## src/rtl/delay_line_prog_if.sv

```systemverilog
// Sample/control bundle for the programmable delay line.
// The master side drives the sample stream and delay control.
// The slave side (the delay line) returns the delayed sample and its status.
interface delay_line_prog_if #(
  parameter int DW        = 16,
  parameter int MAX_DEPTH = 64
);
  localparam int DLYW = $clog2(MAX_DEPTH + 1);

  logic            i_en;
  logic [DW-1:0]   i_xin;
  logic            i_clr;
  logic            i_dly_ld;
  logic [DLYW-1:0] i_dly;
  logic [DW-1:0]   o_xin_delay;
  logic            o_valid_out;
  logic            o_filled;
  logic [DLYW-1:0] o_cur_dly;

  modport master (
    output i_en, i_xin, i_clr, i_dly_ld, i_dly,
    input  o_xin_delay, o_valid_out, o_filled, o_cur_dly
  );

  modport slave (
    input  i_en, i_xin, i_clr, i_dly_ld, i_dly,
    output o_xin_delay, o_valid_out, o_filled, o_cur_dly
  );
endinterface

```

## src/rtl/delay_line_prog.sv

```systemverilog
// Programmable-depth sample delay line.
// A circular buffer holds the last MAX_DEPTH accepted samples. Each accepted
// sample is written at wp, and the entry written D accepted samples earlier is
// read at the same time. Output is suppressed until D samples have arrived
// since reset, flush or delay reload.
module delay_line_prog #(
  parameter int DW          = 16,
  parameter int MAX_DEPTH   = 64,
  parameter int DEFAULT_DLY = 30
) (
  input  logic               i_clk,
  input  logic               i_rst_n,
  delay_line_prog_if.slave   bus
);
  localparam int DLYW = $clog2(MAX_DEPTH + 1);
  localparam int AW   = (MAX_DEPTH > 1) ? $clog2(MAX_DEPTH) : 1;

  // Sample storage. It is never reset: its contents are not visible until a
  // full refill has overwritten every entry that can be read.
  logic [DW-1:0]   r_mem [MAX_DEPTH];

  logic [AW-1:0]   r_wp;
  logic [AW-1:0]   w_wp_next;
  logic [AW-1:0]   w_wp_inc;
  logic [AW-1:0]   w_rd_addr;
  logic [DLYW:0]   w_rd_calc;
  logic [DLYW-1:0] r_dly;
  logic [DLYW-1:0] w_dly_next;
  logic [DLYW-1:0] w_dly_clamp;
  logic [DLYW-1:0] r_fc;
  logic [DLYW-1:0] w_fc_next;
  logic [DW-1:0]   r_xd;
  logic [DW-1:0]   w_xd_next;
  logic [DW-1:0]   w_rd_data;
  logic            r_valid;
  logic            w_valid_next;
  logic            r_filled;
  logic            w_filled_next;
  logic            w_wr_en;

  // Write pointer increment with wrap at MAX_DEPTH-1 (depth need not be 2^n).
  always_comb begin
    w_wp_inc = r_wp + AW'(1);
    if (r_wp == AW'(MAX_DEPTH - 1)) begin
      w_wp_inc = '0;
    end
  end

  // Read address (wp - D) mod MAX_DEPTH. With D = MAX_DEPTH this is wp itself,
  // i.e. the entry about to be overwritten, which is read before the write.
  always_comb begin
    w_rd_calc = (DLYW+1)'(r_wp) + (DLYW+1)'(MAX_DEPTH) - (DLYW+1)'(r_dly);
    if (w_rd_calc >= (DLYW+1)'(MAX_DEPTH)) begin
      w_rd_calc = w_rd_calc - (DLYW+1)'(MAX_DEPTH);
    end
    w_rd_addr = AW'(w_rd_calc);
  end

  assign w_rd_data = r_mem[w_rd_addr];

  // Requested delay clamped into the supported range 1..MAX_DEPTH.
  always_comb begin
    w_dly_clamp = bus.i_dly;
    if (bus.i_dly == '0) begin
      w_dly_clamp = DLYW'(1);
    end else if (bus.i_dly > DLYW'(MAX_DEPTH)) begin
      w_dly_clamp = DLYW'(MAX_DEPTH);
    end
  end

  // A flushed cycle discards its sample; otherwise every EN sample is stored.
  assign w_wr_en = bus.i_en && !bus.i_clr;

  // Next-state selection with priority flush > delay load > sample accept.
  always_comb begin
    w_wp_next     = r_wp;
    w_dly_next    = r_dly;
    w_fc_next     = r_fc;
    w_xd_next     = r_xd;
    w_valid_next  = 1'b0;
    if (bus.i_clr) begin
      w_wp_next = '0;
      w_fc_next = '0;
      w_xd_next = '0;
      if (bus.i_dly_ld) begin
        w_dly_next = w_dly_clamp;
      end
    end else if (bus.i_dly_ld) begin
      // The reload keeps the buffer; a concurrent sample starts the refill.
      w_dly_next = w_dly_clamp;
      if (bus.i_en) begin
        w_wp_next = w_wp_inc;
        w_fc_next = DLYW'(1);
      end else begin
        w_fc_next = '0;
      end
    end else if (bus.i_en) begin
      w_wp_next = w_wp_inc;
      if (r_fc == r_dly) begin
        w_xd_next    = w_rd_data;
        w_valid_next = 1'b1;
      end else begin
        w_fc_next = r_fc + DLYW'(1);
      end
    end
    w_filled_next = (w_fc_next == w_dly_next);
  end

  // Control and output registers, cleared asynchronously on reset.
  always_ff @(posedge i_clk or negedge i_rst_n) begin
    if (!i_rst_n) begin
      r_wp     <= '0;
      r_dly    <= DLYW'(DEFAULT_DLY);
      r_fc     <= '0;
      r_xd     <= '0;
      r_valid  <= 1'b0;
      r_filled <= 1'b0;
    end else begin
      r_wp     <= w_wp_next;
      r_dly    <= w_dly_next;
      r_fc     <= w_fc_next;
      r_xd     <= w_xd_next;
      r_valid  <= w_valid_next;
      r_filled <= w_filled_next;
    end
  end

  // Buffer write; the read above sees the old contents on the same edge.
  always_ff @(posedge i_clk) begin
    if (w_wr_en) begin
      r_mem[r_wp] <= bus.i_xin;
    end
  end

  assign bus.o_xin_delay = r_xd;
  assign bus.o_valid_out = r_valid;
  assign bus.o_filled    = r_filled;
  assign bus.o_cur_dly   = r_dly;
endmodule

```

## src/flat_wrapper.sv

```systemverilog
// flat-port wrapper written by rule: the top's interface ports become plain ports
module delay_line_prog_flat 
#(
  parameter int DW          = 16,
  parameter int MAX_DEPTH   = 64,
  parameter int DEFAULT_DLY = 30
)
  (i_clk, i_rst_n, bus_i_en, bus_i_xin, bus_i_clr, bus_i_dly_ld, bus_i_dly, bus_o_xin_delay, bus_o_valid_out, bus_o_filled, bus_o_cur_dly);
  delay_line_prog_if #(.DW(DW), .MAX_DEPTH(MAX_DEPTH)) bus_i ();
  input  logic i_clk;
  input  logic i_rst_n;
  input wire logic [$bits(bus_i.i_en)-1:0] bus_i_en;
  input wire logic [$bits(bus_i.i_xin)-1:0] bus_i_xin;
  input wire logic [$bits(bus_i.i_clr)-1:0] bus_i_clr;
  input wire logic [$bits(bus_i.i_dly_ld)-1:0] bus_i_dly_ld;
  input wire logic [$bits(bus_i.i_dly)-1:0] bus_i_dly;
  output wire logic [$bits(bus_i.o_xin_delay)-1:0] bus_o_xin_delay;
  output wire logic [$bits(bus_i.o_valid_out)-1:0] bus_o_valid_out;
  output wire logic [$bits(bus_i.o_filled)-1:0] bus_o_filled;
  output wire logic [$bits(bus_i.o_cur_dly)-1:0] bus_o_cur_dly;
  assign bus_i.i_en = bus_i_en;
  assign bus_i.i_xin = bus_i_xin;
  assign bus_i.i_clr = bus_i_clr;
  assign bus_i.i_dly_ld = bus_i_dly_ld;
  assign bus_i.i_dly = bus_i_dly;
  assign bus_o_xin_delay = bus_i.o_xin_delay;
  assign bus_o_valid_out = bus_i.o_valid_out;
  assign bus_o_filled = bus_i.o_filled;
  assign bus_o_cur_dly = bus_i.o_cur_dly;
  delay_line_prog #(.DW(DW), .MAX_DEPTH(MAX_DEPTH), .DEFAULT_DLY(DEFAULT_DLY)) u_core (.i_clk(i_clk), .i_rst_n(i_rst_n), .bus(bus_i));
endmodule
```

## config.mk

```make
export PLATFORM = sky130hd
export DESIGN_NAME = delay_line_prog_flat
export DESIGN_NICKNAME = d
export VERILOG_FILES = /design/src/rtl/delay_line_prog_if.sv /design/src/rtl/delay_line_prog.sv /design/src/flat_wrapper.sv
export SDC_FILE = /design/constraint.sdc
export NUM_CORES = 1
export LEC_CHECK = 0
export CAP_MARGIN = 20
export CORE_ASPECT_RATIO = 1.75
export CORE_MARGIN = 1
export CORE_UTILIZATION = 55
export DETAILED_ROUTE_END_ITERATION = 8
export DONT_BUFFER_PORTS = 1
export PLACE_DENSITY = 0.7
export SLEW_MARGIN = 20
export SYNTH_ARGS = -nofsm -noshare
export SYNTH_HDL_FRONTEND = slang
export SYNTH_SLANG_ARGS = --single-unit
export TNS_END_PERCENT = 50
```

## constraint.sdc

```tcl
create_clock -name i_clk -period 4.3 [get_ports i_clk]
set_input_delay 0.215 -clock i_clk [delete_from_list [all_inputs] [get_ports i_clk]]
set_output_delay 0.215 -clock i_clk [all_outputs]
set_load 0.1 [all_outputs]
```

==> run_results.csv <==
group,metric,value,unit
synthesis,synthAdderAreaFrac,0.002603,
cells_and_area,layout-drive-gt1-share,0.2694,
critical_path,crit_required,4.84,ns
critical_path,crit_slowest_cell,"fa_4",
timing,period_minus_slack,4.285,ns
route,initialDrtViolationCount,2329,
cts,cts_buffer_depth,3,
hold_path,hold_path_class,"primary input to flip-flop",
cells_and_area,fillers,4867,
cells_and_area,antenna_cells,0,
cells_and_area,final_net_count,2135,
synthesis,netlist_top_cells_area,"edfxtp_1 (74%), mux4_2 (16%), dfrtp_1 (2.1%), nand2_1 (1.6%), nor2_1 (0.71%)",
pwr,p_leak,0.01521,uW
cts,tritoncts,"yes",
cts,clock-sinks,1062,
synthesis,ys.flop_type,"edfxtp_1",
timing,min_period_over_period,0.9965,
cts,clock_latency,0.67,ns
cells_and_area,syn_to_final_growth,13.15,%
synthesis,yosys_warnings,0,
route,drt-total-wl,100.2,mm
cells_and_area,utilization,0.6308,
cts,cts-root-buf,"clkbuf_16",
floorplan,boundaryPins,53,
floorplan,fp.dieH,364.7,um
timing,worst_pin_slew,1.200,ns
grt,grt_max_degree,65,
cts,clk_pin_slew,0.06,ns
cts,hold_buffers,45,
timing,rsz0062_at_grt,"no",
placement,numPortBuffers,0,
critical_path,max_stage_delay,1.06,ns
synthesis,async_flop_share,0.03578,
synthesis,muxShareOfSynthArea,0.1648,
placement,dp_hpwl,58.89,mm
synthesis,yosysTopAreaCell,"edfxtp_1",
synthesis,synth-edff-count,1024,
run,cap_viol_max_count,0,
route,drc,0,
pwr,power.density,490.9,nW/um^2
critical_path,path_cells,"clkinv_1, fa_4, buf_4, buf_4, mux4_2, nand2_1, nand2_1, o21ai_0, o22ai_1, a221o_1",
synthesis,synth_cell_type_count,44,
synthesis,yosysMostFrequentCell,"edfxtp_1",
synthesis,yosys.area_share.simple,0.03393,
critical_path,worst_setup_path_end_kind,"flip-flop",
timing,fin_skew,0.02627,ns
critical_path,startpoint_type,"flip-flop",
status,status,"completed",
grt,overflow,0,
grt,grtUsageTotal,0.2727,
grt,antenna_found_initial,1,
cts,postCtsSetupBuffers,0,
route,routedWlPerCell,32.25,um
synthesis,synth_common_cells,"edfxtp_1 (1024), mux4_2 (286), nand2_1 (171)",
cells_and_area,seq_area,31710,um^2
synthesis,ys_ff_latch,1062,
timing,hold_viol,0,
synthesis,syn_inst,1945,
route,vias,20150,
cells_and_area,multi_input_area,9188,um^2
timing,fmax,233.4,MHz
synthesis,synth-xor-area-share,0.005085,
timing,slew_headroom,0.1997,
synthesis,synth.top_cell.area_share,0.7438,
cts,cts_resized,0,
timing,slew_violations,0,
route,postRouteAntennaNets,0,
floorplan,die-area,76310,um^2
floorplan,placementRows,132,
floorplan,die_w,209.2,um
floorplan,start_util,0.5575,
synthesis,synth_area_per_cell,21.25,um^2
timing,setup_viol,0,
critical_path,crit_type,"flip-flop to flip-flop",
pwr,vdd_drop_max,0.3402,mV
floorplan,core_region_area,74160,um^2
synthesis,synth.cell_area,41340,um^2
synthesis,synth-compound-area-share,0.01347,
grt,grt_pass1_vias,20970,
synthesis,seq_area_frac_synth,0.7669,
cts,h-tree-depth,3,
timing,fin_setup_tns,0,ns
grt,grt_pass1_wl,144.9,mm
placement,finalWeightedCongestion,0.8395,
critical_path,arrival,4.82,ns
critical_path,critPathMaxFanout,13,
synthesis,syn-num-nets,1981,
cts,cts-buffers-inserted,90,
route,drt_first_pass_iters,5,
synthesis,synth_top_family_by_area,"multiplexers",
route,via_per_inst,6.488,
[path summary, 6_finish.rpt]
check | cells past startpoint | endpoint | slack (ns) | from
min | 4 | u_core.r_fc[6] | 0.05 | bus_i_en
min in group asynchronous | 2 | u_core.bus.o_xin_delay[5] | 0.11 | i_rst_n
max in group asynchronous | 2 | u_core.bus.o_cur_dly[4] | 3.89 | i_rst_n
max reg2reg | 10 | u_core.bus.o_xin_delay[15] | 0.01 | u_core.r_wp[1]
min reg2reg | 2 | u_core.r_fc[6] | 0.62 | u_core.r_fc[6]
max | 10 | u_core.bus.o_xin_delay[15] | 0.01 | u_core.r_wp[1]
[power by group]
| part | switching, uW | leakage (uW) | internal, uW |
|---|---|---|---|
| Clock | 3580 | 0.00136 | 4330 |
| Combinational | 2040 | 0.00414 | 1560 |
| Sequential | 84.8 | 0.00971 | 11400 |
[per-layer routing]
metal | up-vias | track usage | part of all wire
met4 | 0 | 0.1394 | 0.049
met3 | 192 | 0.04133 | 0.068
met2 | 928 | 0.4740 | 0.53
li1 | 8315 | - | -
met1 | 10720 | 0.3333 | 0.36
met5 | - | 0 | 0
[cell usage in the layout, fill, tap and decap left out, types with 5 or more instances in the layout]
master         instances
o21ai_0               22
nor2_2                 5
clkbuf_16             92
o21ai_1               15
nand4_1                7
nor2_1                73
inv_1                  8
buf_12                17
mux2_2                17
mux4_2               286
bufinv_16              6
clkinv_2              12
buf_16                17
mux2i_1               18
dfrtp_1               33
buf_4                104
xor2_1                16
dlygate4sd3_1         28
nand2_1              171
ha_1                   6
clkinv_1              18
clkinvlp_4             5
clkbuf_1              23
nand3_1               42
or3_1                  5
a221o_1               15
edfxtp_1            1024
o22ai_1               21
a21oi_1                7
[metrics by stage]
stage	power (uW)	hold slack, ns	setup WS (ns)	instances	instance area (um^2)
finish	22960	0.05448	0.01495	3106	46780
global route	23600	0.07077	0.05379	3106	46780
CTS	23100	0.02415	0.1087	3106	46780
detailed placement	15060	-0.07946	0.1158	2900	43230
global placement	15040	-0.07944	0.1222	2898	43200
floorplan	13880	-0.08059	0.4348	1945	41340
[cells by family after synthesis]
logic type / count (synthesis)
flops: 1062
simple gates: 329
mux: 321
buf+inv: 114
compound gates: 87
xor+xnor: 24
fa+ha+maj: 8
[registers in the layout (all words and copies together), names as in the netlist]
name and count:
u_core.r_wp 6, u_core.bus.o_xin_delay 16, u_core.bus.o_filled 1, u_core.bus.o_cur_dly 7, u_core.r_fc 7, u_core.r_mem 1024, u_core.bus.o_valid_out 1
[cell type report]
class	count	share of cell area
clock inverters	44	0.008265
well taps	938	0.02509
multi-input cells	769	0.1964
clock buffers	117	0.05165
flip-flops and latches	1062	0.6778
inverters	9	0.0007222
repair buffers	167	0.04004
[worst max-delay path: cells and delay by family, from the launching register on]
family	cells	cell delay, ns
AO/OA/AOI/OAI	3	1.35
adder cells (fa/ha/maj)	1	1.06
buffers and inverters	3	0.88
flip-flops	1	0.35
multiplexers	1	0.33
AND/OR/NAND/NOR	2	0.17
Note: power is estimated with default switching activity, not from simulation.
